### src/rtl/term_tx_arbiter.sv
// Two-requester byte scheduler for the SBCTextDisplayRGB CPU port.
// A packet holds the lock until its last byte; each byte is status-polled, then strobed in.
module term_tx_arbiter #(
   parameter int POLL_LIMIT = 4096
) (
   input  logic       clk,
   input  logic       reset,
   input  logic       r0_valid,
   input  logic [7:0] r0_data,
   input  logic       r0_last,
   output logic       r0_ready,
   input  logic       r1_valid,
   input  logic [7:0] r1_data,
   input  logic       r1_last,
   output logic       r1_ready,
   output logic       term_regSel,
   output logic       term_n_rd,
   output logic       term_n_wr,
   output logic [7:0] term_wdata,
   input  logic [7:0] term_rdata,
   output logic       owner,
   output logic       locked,
   output logic       busy,
   output logic       err
);
   localparam int CW = $clog2(POLL_LIMIT + 1);
   localparam logic [CW-1:0] LIMIT = CW'(POLL_LIMIT);

   typedef enum logic [2:0] {S_IDLE, S_RD, S_CHK, S_SET, S_WR, S_HOLD} state_t;

   state_t        state_q, state_d;
   logic          ptr_q, ptr_d;
   logic          locked_q, locked_d;
   logic          owner_q, owner_d;
   logic          err_q, err_d;
   logic [7:0]    byte_q, byte_d;
   logic          last_q, last_d;
   logic [CW-1:0] cnt_q, cnt_d;
   logic          nb_q, nb_d;
   logic          regsel_q, regsel_d;
   logic          n_rd_q, n_rd_d;
   logic          n_wr_q, n_wr_d;
   logic [7:0]    wdata_q, wdata_d;
   logic          gnt0, gnt1;
   logic          unused_rdata;

   // Handshake: a byte moves in the cycle where rX_valid and rX_ready are both high;
   // ready is raised only in IDLE, only for the granted requester, for that single cycle.
   always_comb begin
      state_d  = state_q;
      ptr_d    = ptr_q;
      locked_d = locked_q;
      owner_d  = owner_q;
      err_d    = err_q;
      byte_d   = byte_q;
      last_d   = last_q;
      cnt_d    = cnt_q;
      nb_d     = nb_q;
      wdata_d  = wdata_q;
      gnt0     = 1'b0;
      gnt1     = 1'b0;
      case (state_q)
         S_IDLE: begin
            if (locked_q) begin
               gnt0 = !owner_q && r0_valid;
               gnt1 = owner_q && r1_valid;
            end else if (r0_valid && r1_valid) begin
               gnt0 = !ptr_q;
               gnt1 = ptr_q;
            end else begin
               gnt0 = r0_valid;
               gnt1 = r1_valid;
            end
            if (gnt0 || gnt1) begin
               byte_d   = gnt1 ? r1_data : r0_data;
               last_d   = gnt1 ? r1_last : r0_last;
               locked_d = 1'b1;
               owner_d  = gnt1;
               cnt_d    = '0;
               state_d  = S_RD;
            end
         end
         S_RD: begin
            nb_d = term_rdata[1];
            if (cnt_q != {CW{1'b1}}) cnt_d = cnt_q + CW'(1);
            state_d = S_CHK;
         end
         S_CHK: begin
            if (nb_q) begin
               wdata_d = byte_q;
               state_d = S_SET;
            end else if (cnt_q < LIMIT) begin
               state_d = S_RD;
            end else begin
               // Timed-out byte is dropped but still closes its packet if it was the last one.
               err_d   = 1'b1;
               state_d = S_IDLE;
               if (last_q) begin
                  locked_d = 1'b0;
                  ptr_d    = ~owner_q;
               end
            end
         end
         S_SET:   state_d = S_WR;
         S_WR:    state_d = S_HOLD;
         S_HOLD: begin
            if (last_q) begin
               locked_d = 1'b0;
               ptr_d    = ~owner_q;
            end
            state_d = S_IDLE;
         end
         default: state_d = S_IDLE;
      endcase
      // Strobes are registered from the next state so they are glitch-free and one cycle wide.
      regsel_d = (state_d == S_SET) || (state_d == S_WR) || (state_d == S_HOLD);
      n_rd_d   = (state_d != S_RD);
      n_wr_d   = (state_d != S_WR);
   end

   always_ff @(posedge clk) begin
      if (reset) begin
         state_q  <= S_IDLE;
         ptr_q    <= 1'b0;
         locked_q <= 1'b0;
         owner_q  <= 1'b0;
         err_q    <= 1'b0;
         byte_q   <= '0;
         last_q   <= 1'b0;
         cnt_q    <= '0;
         nb_q     <= 1'b0;
         regsel_q <= 1'b0;
         n_rd_q   <= 1'b1;
         n_wr_q   <= 1'b1;
         wdata_q  <= '0;
      end else begin
         state_q  <= state_d;
         ptr_q    <= ptr_d;
         locked_q <= locked_d;
         owner_q  <= owner_d;
         err_q    <= err_d;
         byte_q   <= byte_d;
         last_q   <= last_d;
         cnt_q    <= cnt_d;
         nb_q     <= nb_d;
         regsel_q <= regsel_d;
         n_rd_q   <= n_rd_d;
         n_wr_q   <= n_wr_d;
         wdata_q  <= wdata_d;
      end
   end

   assign r0_ready     = gnt0 && !reset;
   assign r1_ready     = gnt1 && !reset;
   assign term_regSel  = regsel_q;
   assign term_n_rd    = n_rd_q;
   assign term_n_wr    = n_wr_q;
   assign term_wdata   = wdata_q;
   assign owner        = owner_q;
   assign locked       = locked_q;
   assign busy         = (state_q != S_IDLE);
   assign err          = err_q;
   assign unused_rdata = ^{term_rdata[7:2], term_rdata[0]};
endmodule
### config.mk
export PLATFORM = sky130hd
export DESIGN_NAME = term_tx_arbiter
export DESIGN_NICKNAME = d
export VERILOG_FILES = /design/src/rtl/term_tx_arbiter.sv
export SDC_FILE = /design/constraint.sdc
export NUM_CORES = 1
export LEC_CHECK = 0
export ABC_AREA = 0
export CAP_MARGIN = 25
export CORE_AREA = 4 4 67 69
export DETAILED_ROUTE_END_ITERATION = 8
export DIE_AREA = 0 0 71 73
export PLACE_DENSITY_LB_ADDON = 0.3
export SYNTH_ARGS = -nofsm -noshare
export SYNTH_HDL_FRONTEND = slang
export SYNTH_SLANG_ARGS = --single-unit
### constraint.sdc
create_clock -name clk -period 2.5 [get_ports clk]
set_input_delay 0.5 -clock clk [delete_from_list [all_inputs] [get_ports clk]]
set_output_delay 0.5 -clock clk [all_outputs]
set_load 0.05 [all_outputs]
**Word level (Yosys, flattened, before mapping)**

Cells that the tools add are included.

- Add/sub/neg operators: 1
- Multiply operators: 0
- Div/mod/pow operators: 0
- $lt $le $gt $ge: 1
- Equality and inequality tests: 15
- Shifts and indexed selects: 0
- Mux-type cells: 26
- Bitwise gates (word level): 3
- Reductions and logical operators: 22

Operators by type and width:

| cell | count |
|---|---|
| 13-bit two-way mux | 2 |
| 13-bit one-hot mux with 2 select lines | 1 |
| 1-bit two-way mux | 17 |
| 3-bit one-hot mux with 5 select lines | 1 |
| 13-bit by 1-bit adder with 13-bit output, second input constant | 1 |
| 13-bit less-than comparator, second input constant | 1 |
| 13-bit inequality test, second input constant | 1 |
| 3-bit equality test, second input constant | 4 |
| 3-bit by 2-bit equality test with 1-bit output, second input constant | 3 |
| 3-bit AND reduction | 3 |
| 8-bit two-way mux | 1 |
| 2-bit inequality test, second input constant | 4 |
| 3-bit nonzero test | 2 |
| 1-bit logical AND | 5 |
| 2-bit AND reduction | 2 |
| 4-bit AND reduction | 1 |
| 2-bit nonzero test | 2 |
| 3-bit by 1-bit equality test with 1-bit output, second input constant | 1 |
| 1-bit zero test | 3 |
| 3-bit zero test | 1 |
| 1-bit logical OR | 3 |
| 3-bit two-way mux | 1 |
| 3-bit by 1-bit inequality test with 1-bit output, second input constant | 1 |
| 3-bit inequality test, second input constant | 1 |
| other kinds (4) | 6 |

- Register bits: 41
- Latch bits: 0
- Memory bits (writable): 0
- ROM bits: 0
- Input port bits: 30
- Output and inout bits: 17
- Logic and storage cells: 81
- Memories kept: 0

**Longest topological paths before layout**

Gate-level depths: netlist (run 1).

- Depth after elaboration: 10
- Gate-level depth with buffers: 7
- Depth with buffers taken out: 5

**Worst setup path before layout (run 1)**

Ideal clock, no wire load.

- Kind: reg-to-output
- From: register state_q[0]
- To: output r0_ready
- Arrival time: 2.400 ns
- Data required time: 2.000 ns
- Path slack: -0.400 ns
- Stages on the path, launching flop included: 5
- Buffers on the path: 2
- Cells stage by stage: dfxtp_1 > buf_4 > or3_2 > clkbuf_1 > nor3_1

- Cells in the longest elaborated chain, start to end: 3

Ends and longest elaborated chain:

| element | RTL line | text |
|---|---|---|
| from (decl) | 31 | `state_t state_q, state_d;` |
| from (signal assigned) | 137 | `state_q <= state_d;` |
| 3-bit zero test | 62 | `case (state_q)` |
| 1-bit two-way mux | 62 |  |
| 1-bit logical AND | 153 | `assign r0_ready = gnt0 && !reset;` |
| to (decl) | 11 | `output logic r0_ready,` |

No other way between the ends.

**Final worst setup path (run 1)**

- From: input r0_valid
- To: output r1_ready

- Cells in the longest elaborated chain, start to end: 6

Ends and longest elaborated chain:

| element | RTL line | text |
|---|---|---|
| from (decl) | 8 | `input logic r0_valid,` |
| 1-bit logical AND | 67 | `end else if (r0_valid && r1_valid) begin` |
| 1-bit two-way mux | 67 |  |
| 1-bit two-way mux | 64 | `if (locked_q) begin` |
| 1-bit two-way mux (2 in series) | 62 |  |
| 1-bit logical AND | 154 | `assign r1_ready = gnt1 && !reset;` |
| to (decl) | 15 | `output logic r1_ready,` |

No other way between the ends. The select of a mux whose other input is x is not followed.

==> out/metrics.cfg, run 1 <==
[routing]
vias_per_cell = 5.35
final_antenna_net_count = 0
wl_met1_um = 1700
wl_met3_um = 238
drc = 0
wl_per_cell_um = 12.8
drt_iter0_drc = 172
highest_layer = met4
drt_wl_total_um = 4070
route.met2.wl_um = 2090
vias = 1706
drtPass1Iterations = 4

[place]
io_buffers = 39
post-place-ws_ns = 0.152
dp_hpwl_um = 2940
gp_congestion = 0.829

[die]
rows = 23
start_util_pct = 46.7
die_x_um = 71
io_pins = 47
die_h_um = 73
dieArea_um2 = 5180
coreArea_um2 = 3910

[power]
p_per_area_nw_per_um2 = 659
total_leakage_power_nw = 0.834
vdd_ir_drop_max_mv = 0.390

[cts]
cts_setup_buffers = 0
holdBufCountCts = 0
cts_tree = built
clockRootBuffer = clkbuf_8
cts_buffers = 5
cts.sinks = 41
clock_latency_ns = 0.29
cts_resized = 0
path_clk_slew_ns = 0.07
htreeDepth = 2
clock_path_buffers = 2

[sta]
post-route-min-period_ns = 2.35
maxSlewHeadroom_pct = 64.9
skew_ns = 0.00376
period_share_pct = 93.9
rsz0062_at_grt = false
fmax_mhz = 426
worst_slew_pin_slew_ns = 0.525
finalSetupViolCount = 0
layout_setup_ws_ns = 0.152
hold_viol_final = 0
slew_viol_final = 0

[yosys]
synth_edf_count = 0
ys_seq_area_share_pct = 44.9
async_flop_share_pct = 0
synth_seq_cells = 41
syn_nets = 257
netlist_instances = 226
syn_avg_cell_area_um2 = 8.09
syn_area_um2 = 1830
synthFlopType = dfxtp_1
synth.distinct_cells = 38
yosysWarnings = 0

[hold_path]
hold_path_class = reg -> reg

[layout]
fillers = 387
final_cell_mix = 46 x nand2_1, 41 x dfxtp_1, 36 x clkdlybuf4s50_1
diodes = 0
mostFrequentLayoutCell = nand2_1
synthToLayoutAreaGrowth_pct = 30.9
final_nets = 300
post-route-util_pct = 61.2
drive_above_1_share_pct = 9.67

[job]
drv_cap = 0

[critical_path]
required_ns = 2.00
crit_fanout = 4
ff2ff_setup_slack_ns = 0.47
cp_data_arrival_time_ns = 1.85
critical_path_class = in -> out
endpoint_kind = output pin
cp-start-kind = primary input

[global_route]
track_usage_pct = 16.8
first_global_vias = 1607
grt_max_degree = 25
overflow = 0
antenna_found_initial = 0
grt_first_pass_wirelength_um = 6940

[status]
outcome = complete, no violations

==> through the flow <==
stage               area [µm²]  setup TNS (ns)  power (mW)  instances  hold WS, ns
floorplan                 1830          -0.800        1.03        226        0.432
global placement          2310               0        1.16        312        0.433
detailed placement        2310               0        1.17        312        0.433
CTS                       2390               0        1.59        319        0.444
global route              2390               0        1.66        319        0.466
finish                    2390               0        1.58        319        0.442
==> synthesized netlist by cell type, types with 2 or more instances <==
cell type | count | area (µm²)
o31ai_1 | 2 | 15.0
mux2i_1 | 4 | 40.0
nand4b_1 | 2 | 17.5
a311oi_1 | 10 | 87.6
a21oi_1 | 22 | 110
dfxtp_1 | 41 | 821
clkbuf_1 | 6 | 22.5
nand3_1 | 6 | 30.0
nor2_1 | 19 | 71.3
buf_4 | 2 | 15.0
nand2b_1 | 3 | 18.8
nand3b_1 | 4 | 30.0
buf_2 | 3 | 15.0
nor3_1 | 10 | 50.1
nand2_1 | 46 | 173
o21ai_0 | 7 | 35.0
inv_1 | 6 | 22.5
nand4_1 | 3 | 18.8
or3_1 | 5 | 31.3
or4_1 | 3 | 22.5
and3_1 | 2 | 12.5
or2_2 | 3 | 18.8
nor2b_1 | 2 | 12.5
==> kinds of logic (layout without fill, tap and decap cells) <==
group	Yosys count	count (layout)	share of synthesized area [%]
buffers and inverters	18	61	4.72
adders and majority gates	1	1	0.684
and+or+nand+nor	114	114	30.4
AOI/OAI and AO/OA	47	47	16.5
muxes	5	5	2.80
DFF	41	41	44.9
==> final cells by class <==
cell class | count | area (µm²) | area share, %
Clock buffer | 7 | 86.3 | 3.61
Inverter | 6 | 22.5 | 0.940
Multi-Input combinational cell | 167 | 922 | 38.5
Sequential cell | 41 | 821 | 34.3
Tap cell | 50 | 62.6 | 2.61
Timing Repair Buffer | 48 | 480 | 20.1
==> worst max-delay path, cell delays in order <==
cell,delay (ns)
clkdlybuf4s50_1,0.51
or3b_2,0.47
nand3_1,0.13
nor3_1,0.08
buf_12,0.16
==> report_power, final <==
group          switching (mW)  internal, mW
Clock                   0.208         0.219
Combinational           0.231         0.173
Sequential             0.0396         0.707
==> worst paths after layout <==
kind               from   endpoint  cells after the start
min reg2reg         err        err                      2
min                 err        err                      2
max reg2reg  state_q[0]  term_n_rd                      4
max            r0_valid   r1_ready                      5
==> flip-flops by register name (all words and copies together) (netlist names) <==
register,flops
term_n_wr,1
cnt_q,13
owner,1
ptr_q,1
last_q,1
term_regSel,1
term_wdata,8
byte_q,8
term_n_rd,1
nb_q,1
state_q,3
err,1
locked,1
==> metal layers <==
metal / vias up / global-route usage (%)
met5: - / 0
met1: 789 / 18.7
met4: 0 / 7.10
li1: 881 / -
met3: 4 / 5.79
met2: 32 / 29.1
No activity file was read; power rests on OpenSTA's default activity.
==> inputs of run 2 (changes only) <==
--- a/config.mk
+++ b/config.mk
@@ -6,7 +6,6 @@
 export NUM_CORES = 1
 export LEC_CHECK = 0
 export ABC_AREA = 0
-export CAP_MARGIN = 25
 export CORE_AREA = 4 4 67 69
 export DETAILED_ROUTE_END_ITERATION = 8
 export DIE_AREA = 0 0 71 73
==> results of run 2 <==
Final layout, timing and power as in run 1 (identical DEF).
==> RTL change 1: new RTL, settings of run 1 <==
Put one more register stage on the output `err`. The value now appears one clock later. The other outputs are not delayed to match.
--- a/src/rtl/term_tx_arbiter.sv
+++ b/src/rtl/term_tx_arbiter.sv
@@ -161,3 +161,5 @@
    assign busy         = (state_q != S_IDLE);
-   assign err          = err_q;
+   always_ff @(posedge clk) begin
+      err <= err_q;
+   end
    assign unused_rdata = ^{term_rdata[7:2], term_rdata[0]};
Formal check against the unedited RTL: same outputs for any inputs over 10 cycles, from zero or initial values and one cycle with reset high; that may be too few to reach the edited logic, so the function may still have changed.
==> RTL change 1 against run 1 <==
Power rose by 2.5%; register-to-register slack improved by 0.07 ns; routed wire length is 1.3% higher; non-clock buffer count fell by 1; area after synthesis is 1.1% higher; clock power is 5.9% higher; sequential share of layout area increased by 0.62 points; critical path type is now flip-flop to output port; worst setup slack worse by 0.032 ns; via count is 0.59% lower; cell area grew 0.63%; sequential cell count increased by 1.
==> RTL change 1: results (changes against run 1) <==
\begin{tabular}{lr}
\hline
Metric & Value \\
\hline
\multicolumn{2}{l}{\textbf{Pwr}} \\
Standby leakage power & 0.829 nW (was 0.834 nW) \\
P\_seq & 0.000756 W (was 0.000747 W) \\
Worst IR Drop VDD & 0.000391 V (was 0.000390 V) \\
Total power after layout & 0.00162 W (was 0.00158 W) \\
Logic power comb & 0.000410 W (was 0.000405 W) \\
Internal power component & 0.00112 W (was 0.00110 W) \\
\multicolumn{2}{l}{\textbf{Yosys}} \\
Largest cells by area after synthesis & dfxtp\_1, nand2\_1, a21oi\_1 (unchanged) \\
Post-Syn Nets & 258 (was 257) \\
Adder-cell share of the synthesized area & 0.677\% (was 0.684\%) \\
Most common library cells after synthesis & nand2\_1, dfxtp\_1, a21oi\_1 (unchanged) \\
Mapped Cells & 227 (was 226) \\
Mux share of post-synthesis cell area & 2.77\% (was 2.80\%) \\
Post-Synth XOR/XNOR Area & 0\% (unchanged) \\
Seq/Total Area, Yosys & 45.5\% (was 44.9\%) \\
Post-synthesis compound-gate area fraction & 16.3\% (was 16.5\%) \\
\multicolumn{2}{l}{\textbf{Routing}} \\
Average via count per standard cell & 5.30 (was 5.35) \\
Total wire length & 4120 µm (was 4070 µm) \\
Routed wirelength normalized by instance count & 12.9 µm (was 12.8 µm) \\
Iteration-0 DRC Markers & 165 (was 172) \\
\multicolumn{2}{l}{\textbf{Setup path}} \\
Worst path top cell family by delay & buffers and inverters (was simple AND/OR/NAND/NOR gates) \\
Critical path peak fanout & 6 (was 4) \\
WP data arrival & 1.88 ns (was 1.85 ns) \\
CP peak stage delay & 0.73 ns (was 0.51 ns) \\
\multicolumn{2}{l}{\textbf{Clock network}} \\
\# Post-CTS Setup Buffers & 0 (unchanged) \\
\multicolumn{2}{l}{\textbf{Placement}} \\
Final weighted congestion in routability-driven placement & 0.830 (was 0.829) \\
Placement Setup Slack & 0.173 ns (was 0.152 ns) \\
HPWL Detailed & 2910 µm (was 2940 µm) \\
Instance area after placement & 2320 µm² (was 2310 µm²) \\
\multicolumn{2}{l}{\textbf{Global routing}} \\
Global-route total usage across every layer & 16.4\% (was 16.8\%) \\
Vias in the first global route & 1,552 (was 1,607) \\
Largest net degree at the start of global routing & 31 (was 25) \\
\multicolumn{2}{l}{\textbf{STA}} \\
Worst rel slew slack & 65.4\% (was 64.9\%) \\
Layout Skew & 0.00825 ns (was 0.00376 ns) \\
\multicolumn{2}{l}{\textbf{Outcome}} \\
Outcome & finished, final reports clean (unchanged) \\
\hline
\end{tabular}
==> RTL change 1: cell types whose count changed after synthesis, sizes merged <==
| cell | before | now |
|---|---|---|
| dfxtp | 41 | 42 |
==> RTL change 1: path summary, 6_finish.rpt <==
| check | from | endpoint | slack, ns | cells after the start |
|---|---|---|---|---|
| setup / recovery | state_q[1] | busy | 0.12 | 2 |
| hold / removal | err_q | err | 0.38 | 0 |
| setup reg to reg | state_q[1] | last_q | 0.54 | 5 |
| hold reg to reg | err_q | err | 0.38 | 0 |
==> RTL change 1: layer usage <==
metal | GRT usage [%] | up-vias | share of wire [%]
li1 | - | 886 | -
met4 | 7.52 | 0 | 1.8
met5 | 0 | - | 0
met2 | 28.4 | 44 | 49
met3 | 3.72 | 7 | 5.1
met1 | 19.2 | 759 | 44
==> RTL change 1: final cells by class <==
cell class,count,area [µm²]
flip-flops and latches,42,841
fillers,378,1500
inverters,6,22.5
clock inverters,1,5.00
repair buffers,47,470
multi-input cells,167,922
clock buffers,7,86.3
well taps,50,62.6
==> RTL change 2: new RTL, flow settings as in run 1 <==
Without the edit above. The parameter `POLL_LIMIT` goes from 4096 to 1024.
--- a/src/rtl/term_tx_arbiter.sv
+++ b/src/rtl/term_tx_arbiter.sv
@@ -3,3 +3,3 @@
 module term_tx_arbiter #(
-   parameter int POLL_LIMIT = 4096
+   parameter int POLL_LIMIT = 1024
 ) (
Check against the original RTL: no difference found for any inputs over 10 cycles, from zero or initial values and one cycle with reset high; that may be too few to reach the edited logic, so the function may still have changed.
==> RTL change 2 against run 1 <==
Sequential cell count shrank 2; cell area about the same; worst setup slack better by 0.015 ns; cell count decreased by 3.8%; power grew 2.5%; non-clock buffer count fell by 4; sequential share of layout area is 1.7 points lower; area after synthesis rose by 0.34%; synthesized cell count down 4.0%; routed wire length shrank 6.8%; critical path depth unchanged.
==> RTL change 2: results (changes against run 1) <==
\begin{tabular}{lr}
\hline
Metric & Value \\
\hline
\multicolumn{2}{l}{\textbf{Final layout}} \\
Layout cell share with drive strength beyond 1 & 14.4\% (was 9.67\%) \\
Max FFs per register & 11 (was 13) \\
Signal buffers share of area & 18.6\% (was 20.1\%) \\
Non-clock buffer count & 44 (was 48) \\
Final non-filler cell total & 307 (was 319) \\
Multi-input comb cells & 162 (was 167) \\
Nonclk inv count & 4 (was 6) \\
Seq/total area & 32.6\% (was 34.3\%) \\
Area fraction of clock buffers and clock inverters & 4.70\% (was 3.61\%) \\
Final layout net count & 287 (was 300) \\
\multicolumn{2}{l}{\textbf{Routing}} \\
Length of routed wiring on met1 & 1750 µm (was 1700 µm) \\
Met3 WL post-DR & 198 µm (was 238 µm) \\
Average via count per standard cell & 5.19 (was 5.35) \\
Sum of met2 wire segment lengths after detailed routing & 1770 µm (was 2090 µm) \\
\multicolumn{2}{l}{\textbf{Yosys}} \\
Post-Syn Nets & 248 (was 257) \\
Mapped Cells & 217 (was 226) \\
Synthesized flop and latch total & 39 (was 41) \\
Seq/Total Area, Yosys & 42.5\% (was 44.9\%) \\
Largest cells by area after synthesis & dfxtp\_1, nand2\_1, a311oi\_2 (was dfxtp\_1, nand2\_1, a21oi\_1) \\
\multicolumn{2}{l}{\textbf{Setup path}} \\
Reg2reg start & state\_q[1] (was state\_q[0]) \\
Setup slack of the most critical reg-to-reg path & 0.50 ns (was 0.47 ns) \\
\multicolumn{2}{l}{\textbf{Outcome}} \\
Outcome & finished, final reports clean (unchanged) \\
\multicolumn{2}{l}{\textbf{Global routing}} \\
Fraction of met2 tracks used by global routing & 25.5\% (was 29.1\%) \\
Largest net degree at the start of global routing & 34 (was 25) \\
Vias in the first global route & 1,452 (was 1,607) \\
Met3 usage in global routing & 4.68\% (was 5.79\%) \\
\multicolumn{2}{l}{\textbf{Pwr}} \\
Worst IR Drop VDD & 0.000284 V (was 0.000390 V) \\
Standby leakage power & 0.854 nW (was 0.834 nW) \\
\multicolumn{2}{l}{\textbf{Placement}} \\
Final weighted congestion in routability-driven placement & 0.794 (was 0.829) \\
HPWL Detailed & 2740 µm (was 2940 µm) \\
\multicolumn{2}{l}{\textbf{STA}} \\
Slew of the pin with the lowest slew margin & 0.525 ns (about the same) \\
\hline
\end{tabular}
## RTL change 2: cell types whose count changed after synthesis, sizes merged, moves of 3 or more
cell,before,now
o21ai,7,4
and3,2,5
nand3b,4,0
nor3,10,4
or3,6,3
## RTL change 2: how the worst min path moves through the flow
stage | end | slack, ns | cells after the start
after floorplan | term_wdata[0] | 0.43 | 2
after global placement | err | 0.44 | 2
after detailed placement | term_wdata[5] | 0.44 | 2
after CTS | term_wdata[5] | 0.46 | 2
after global routing | term_wdata[4] | 0.47 | 2
final | term_wdata[4] | 0.45 | 2
## RTL change 2: through the flow
step | hold WS, ns | instance area (µm²) | utilization, % | setup slack, ns
2_1_floorplan | 0.432 | 1850 | - | 0.130
3_3_place_gp | 0.439 | 2280 | 58.3 | 0.175
3_5_place_dp | 0.445 | 2280 | 58.3 | 0.172
4_1_cts | 0.456 | 2400 | 61.2 | 0.170
5_1_grt | 0.472 | 2400 | 61.2 | 0.115
6_report | 0.453 | 2400 | 61.2 | 0.167
## RTL change 2: kinds of logic after synthesis
family	synth area share [%]
AO/OA/AOI/OAI	20.9
adder cells (fa/ha/maj)	0.682
buffers and inverters	4.63
flip-flops	42.5
multiplexers	2.32
AND/OR/NAND/NOR	29.0
## RTL change 2: power breakdown
part           internal [W]  switching [W]  total (W)
clock network      0.000297       0.000228   0.000525
logic              0.000167       0.000211   0.000378
registers          0.000671      0.0000437   0.000714
total               0.00113       0.000484    0.00162
## RTL change 2: worst max-delay path, cell delays in order
cell	delay, ns
clkdlybuf4s50_1	0.52
or3b_2	0.46
nand3_1	0.13
nor3_2	0.06
buf_12	0.16
